$ cat src/rtl/mod_unit_arbiter.sv
// Round-robin arbiter sharing one multi-cycle modulo unit (start/done level handshake) among NREQ requesters.
// Define MOD_ARB_TIMEOUT_EN to bound the WAIT state by TIMEOUT cycles and add the err pulse output.
module mod_unit_arbiter #(
    parameter int NREQ    = 4,
    parameter int W       = 32,
    parameter int TIMEOUT = 1023
) (
    input  logic              clk,
    input  logic              reset,
    input  logic [NREQ-1:0]   req,
    input  logic [NREQ*W-1:0] a_bus,
    input  logic [NREQ*W-1:0] b_bus,
    output logic [NREQ-1:0]   gnt,
    output logic [NREQ-1:0]   ack,
    output logic [W-1:0]      result,
    output logic              busy,
    output logic              unit_start,
    output logic [W-1:0]      unit_a,
    output logic [W-1:0]      unit_b,
    input  logic              unit_done,
    input  logic [W-1:0]      unit_result
`ifdef MOD_ARB_TIMEOUT_EN
    ,
    output logic              err
`endif
);
    localparam int PW = (NREQ > 1) ? $clog2(NREQ) : 1;

    typedef enum logic [2:0] {IDLE, ISSUE, WAIT, RESP, DRAIN} state_t;

    state_t        state, state_nxt;
    logic [PW-1:0] ptr, gidx, pick_idx, ptr_after;
    logic [PW:0]   scan;
    logic          pick_vld;
    logic          timeout_hit;

`ifdef MOD_ARB_TIMEOUT_EN
    localparam int CW = $clog2(TIMEOUT + 1);
    logic [CW-1:0] wait_cnt;

    // wait_cnt holds the number of WAIT cycles already spent, so the abort fires on the TIMEOUT-th one.
    assign timeout_hit = (state == WAIT) && !unit_done && (wait_cnt == CW'(TIMEOUT - 1));

    always_ff @(posedge clk or negedge reset) begin
        if (!reset) begin
            wait_cnt <= '0;
            err      <= 1'b0;
        end else begin
            err      <= timeout_hit;
            wait_cnt <= (state == WAIT) ? wait_cnt + CW'(1) : '0;
        end
    end
`else
    assign timeout_hit = 1'b0;
`endif

    assign unit_start = (state == ISSUE) || (state == WAIT);
    assign busy       = (state != IDLE);
    assign ptr_after  = (gidx == PW'(NREQ - 1)) ? '0 : gidx + PW'(1);

    // Scan ptr, ptr+1, ... modulo NREQ; the first asserted request wins.
    always_comb begin
        pick_vld = 1'b0;
        pick_idx = '0;
        scan     = '0;
        for (int k = 0; k < NREQ; k++) begin
            scan = {1'b0, ptr} + (PW + 1)'(k);
            if (scan >= (PW + 1)'(NREQ))
                scan = scan - (PW + 1)'(NREQ);
            if (!pick_vld && req[scan[PW-1:0]]) begin
                pick_vld = 1'b1;
                pick_idx = scan[PW-1:0];
            end
        end
    end

    always_ff @(posedge clk or negedge reset) begin
        if (!reset)
            state <= IDLE;
        else
            state <= state_nxt;
    end

    always_comb begin
        state_nxt = state;
        case (state)
            IDLE:    if (pick_vld) state_nxt = ISSUE;
            ISSUE:   state_nxt = WAIT;
            WAIT: begin
                if (unit_done)
                    state_nxt = RESP;
                else if (timeout_hit)
                    state_nxt = DRAIN;
            end
            RESP:    state_nxt = DRAIN;
            DRAIN:   if (!unit_done) state_nxt = IDLE;
            default: state_nxt = IDLE;
        endcase
    end

    // ack is a single-cycle pulse: cleared every cycle unless a completion sets it.
    always_ff @(posedge clk or negedge reset) begin
        if (!reset) begin
            ptr    <= '0;
            gidx   <= '0;
            gnt    <= '0;
            ack    <= '0;
            result <= '0;
            unit_a <= '0;
            unit_b <= '0;
        end else begin
            ack <= '0;
            case (state)
                IDLE: begin
                    if (pick_vld) begin
                        gidx          <= pick_idx;
                        gnt           <= '0;
                        gnt[pick_idx] <= 1'b1;
                        unit_a        <= a_bus[pick_idx*W +: W];
                        unit_b        <= b_bus[pick_idx*W +: W];
                    end
                end
                WAIT: begin
                    if (unit_done) begin
                        result <= unit_result;
                        ack    <= gnt;
                    end else if (timeout_hit) begin
                        result <= '0;
                        ack    <= gnt;
                        ptr    <= ptr_after;
                    end
                end
                RESP:    ptr <= ptr_after;
                DRAIN:   if (!unit_done) gnt <= '0;
                default: ;
            endcase
        end
    end

endmodule

$ cat config.mk
export PLATFORM = sky130hd
export DESIGN_NAME = mod_unit_arbiter
export DESIGN_NICKNAME = d
export VERILOG_FILES = /design/src/rtl/mod_unit_arbiter.sv
export SDC_FILE = /design/constraint.sdc
export NUM_CORES = 1
export LEC_CHECK = 0
export BUFFER_PORTS_ARGS = -buffer_cell sky130_fd_sc_hd__buf_2
export CAP_MARGIN = 30
export CORE_AREA = 4 4 153 155
export CTS_BUF_LIST = sky130_fd_sc_hd__clkbuf_8 sky130_fd_sc_hd__clkbuf_16
export DETAILED_ROUTE_END_ITERATION = 8
export DIE_AREA = 0 0 157 159
export SYNTH_ARGS = -nofsm -noshare
export SYNTH_HDL_FRONTEND = slang
export SYNTH_SLANG_ARGS = --single-unit
$ cat constraint.sdc
create_clock -name clk -period 5.1 [get_ports clk]
set_input_delay 1.275 -clock clk [delete_from_list [all_inputs] [get_ports clk]]
set_output_delay 1.275 -clock clk [all_outputs]
set_load 0.01 [all_outputs]
==> results by group <==
Outcome
  • Outcome: finished, final reports clean

Critical path
  • Setup Crit Path Kind: in2reg
  • Max stage delay cell, worst path: or4_2
  • Worst R2R End: unit_a[5]$_DFFE_PN0P_
  • Max Fanout on Critical Path: 40
  • Crit start category: input port
  • Crit path arrival time: 3.76 ns
  • Reg2Reg Depth: 4
  • Most common cell on crit path: a31oi_1
  • Crit-path cells: buf_2 -> nor4_4 -> or4_2 -> buf_4 -> a31oi_1 -> a31oi_1
  • Reg-to-reg startpoint: state[2]$_DFFE_PN0P_
  • Critical path's largest stage delay: 1.00 ns
  • Crit end category: register
  • Data required time of the critical path: 5.33 ns
  • R2r setup slk: 2.56 ns

Finish
  • Finished Layout Cells: 1303
  • Register area: 2780 um^2
  • Layout cells sized above 1: 44.6%
  • Most frequent cells in the layout: buf_2, a31oi_1, dfrtp_1, o21ai_0, nor2_1
  • Synth-to-Final Area Change: 38.8%
  • Nets@finish: 1313
  • Filler cell count in the final layout: 2279
  • Commonest non-fill, non-tap cell in the layout: buf_2
  • Multi-input gate area: 3040 um^2

Clock tree
  • Post-CTS Setup Inserts: 0
  • Clk Tree Root Cell: clkbuf_16
  • Post-cts repair resize count: 0
  • # hold bufs at CTS: 0
  • CTS Buf Count: 9
  • Worst-path clk slew: 0.08 ns
  • Clock latency on the worst-skew pair: 0.36 ns
  • H-Tree Depth: 3
  • CTS tree: yes
  • Clock Path Buffers: 2
  • Clock sink count: 111

Floorplanning
  • Initial Util: 28.4%
  • Chip Height: 159 um
  • I/O pin count: 401
  • Die W: 157 um
  • Die area: 25000 um^2
  • Num rows: 54
  • Core area: 21800 um^2

Power and ir drop
  • Lkg Pwr: 4.18 nW
  • Tot Pwr: 0.00487 W
  • Power Dens Cells: 567 nW/um^2
  • Max IR drop VDD: 0.223 mV

Global routing
  • Tot GR Track Use: 19.6%
  • Vias in the first global route: 6968
  • First-pass GRT wire length: 39000 um
  • Initial antenna violation count: 1
  • Grt total ovfl: 0
  • Largest net degree at the start of global routing: 61

Route
  • Routed Wire Length: 25900 um
  • DRT met1 WL: 10100 um
  • Pre-antenna DRT Iters: 6
  • Drt first-iter violations: 490
  • Met3 WL post-DR: 2430 um
  • Final ANT Viol Nets: 0
  • Met2 wire length: 12800 um
  • Via count: 6967
  • Drt drc: 0
  • Vias per cell: 5.35
  • WL/cell: 19.9 um
  • Top layer in use: met5

Hold path
  • Origin of the worst min-delay path: result[7]$_DFFE_PN0P_
  • Worst hold path depth: 1
  • Hold crit path type: reg2reg
  • Hold Crit Endpoint: result[7]$_DFFE_PN0P_

Synthesis
  • Mean Syn Cell Area: 9.23 um^2
  • Distinct cells, synth: 39
  • Post-synthesis cell area: 6200 um^2
  • Seq/Total Area, Yosys: 44.8%
  • Synthesized instance count: 671
  • Yosys reg bits: 111
  • YS warnings: 0
  • Syn Nets: 967

STA
  • RSZ-0062 raised after global routing: false
  • Minimum clock period: 3.53 ns
  • Highest clock rate: 284 MHz
  • Final setup viols: 0
  • Final WS setup: 1.57 ns
  • Final period util: 69.1%
  • Final Max Tran Viols: 0
  • Hold Fails Final Rpt: 0
  • Least-Margin Pin Slew: 0.916 ns
  • Layout Skew: 0.0117 ns
  • Max_slew headroom: 38.9%
  • Setup TNS: 0 ns

Place
  • HPWL Detailed: 19100 um
  • IO Port Bufs: 400
  • Final GP Congestion: 0.829
  • Placed Cells incl. Taps: 1286
  • DP Worst Slack: 1.20 ns

Run
  • Total of max-cap violations: 0
-- layer usage --
layer  vias up  GRT usage [%]
li1       3236              -
met1      3309           23.8
met2       384           34.0
met3        36           4.57
met4         2           6.43
met5         -              0
-- critical path, delay by kind of cell --
| family | cells | cell delay (ns) |
|---|---|---|
| and+or+nand+nor | 2 | 1.14 |
| buffers and inverters | 2 | 0.99 |
| AOI/OAI and AO/OA | 2 | 0.31 |
-- synthesized netlist by cell type (all sizes together) --
cell    instances  area share (%)
clkbuf         43             2.7
buf            38             3.9
nand3           7            0.57
ha              1            0.20
o21a            2            0.24
o211a           1            0.16
or4             1            0.12
nand2          10            0.61
nor3            4            0.50
xnor2           1            0.14
inv             2            0.12
nor2b           2            0.20
or3             1            0.10
and3           64             6.5
o32ai           1            0.14
and2            4            0.40
a31oi         128              13
a21o            2            0.24
dfrtp         111              45
a22oi          64             7.8
nor4            2            0.55
a21oi           2            0.16
a221o           1            0.16
nand3b          2            0.24
o21ai          71             5.7
nor2           68             4.1
o31ai           1            0.12
mux2           33             6.0
nand2b          2            0.24
o311ai          1            0.14
a21bo           1            0.16
-- registers in the layout (all words and copies together), names as in the netlist --
name    flops
ack         4
gidx        2
gnt         4
ptr         2
result     32
state       3
unit_a     32
unit_b     32
-- stage by stage --
stage               util (%)  instance area (um^2)  hold slack [ns]
global placement        38.0                  8290            0.462
global route            39.4                  8600            0.494
floorplan                  -                  6200            0.452
finish                  39.4                  8600            0.483
CTS                     39.4                  8600            0.487
detailed placement      38.1                  8310            0.470
-- area by class of cell --
| class | instances | area share (%) |
|---|---|---|
| Clock inverter | 7 | 0.728 |
| Antenna cell | 1 | 0.0291 |
| Multi-Input combinational cell | 477 | 35.3 |
| Sequential cell | 111 | 32.3 |
| Timing Repair Buffer | 416 | 24.9 |
| Tap cell | 280 | 4.07 |
| Inverter | 2 | 0.0873 |
| Clock buffer | 9 | 2.62 |
-- worst max-delay path by stage --
stage / end / startpoint
4_1_cts: unit_a[5]$_DFFE_PN0P_ / req[2]
3_3_place_gp: unit_a[5]$_DFFE_PN0P_ / req[2]
5_1_grt: unit_a[8]$_DFFE_PN0P_ / req[2]
3_5_place_dp: unit_a[5]$_DFFE_PN0P_ / req[2]
2_1_floorplan: unit_b[15]$_DFFE_PN0P_ / req[1]
6_report: unit_a[5]$_DFFE_PN0P_ / req[2]
-- logic make-up (layout without fill, tap and decap cells) --
family,after synthesis,after routing,synth area share [%]
xor gates and xnor gates,1,1,0.141
other,0,1,0
AOI/OAI and AO/OA,275,275,27.9
muxes,33,33,6.00
buffers and inverters,83,434,6.77
DFF,111,111,44.8
and+or+nand+nor,167,167,14.1
adders and majority gates,1,1,0.202
-- power by group --
group / internal, W / total, W / switching, W
clock network: 0.000344 / 0.000713 / 0.000369
logic: 0.00103 / 0.00257 / 0.00154
registers: 0.00133 / 0.00158 / 0.000257
total: 0.00270 / 0.00487 / 0.00217
No activity file was read; power rests on OpenSTA's default activity.
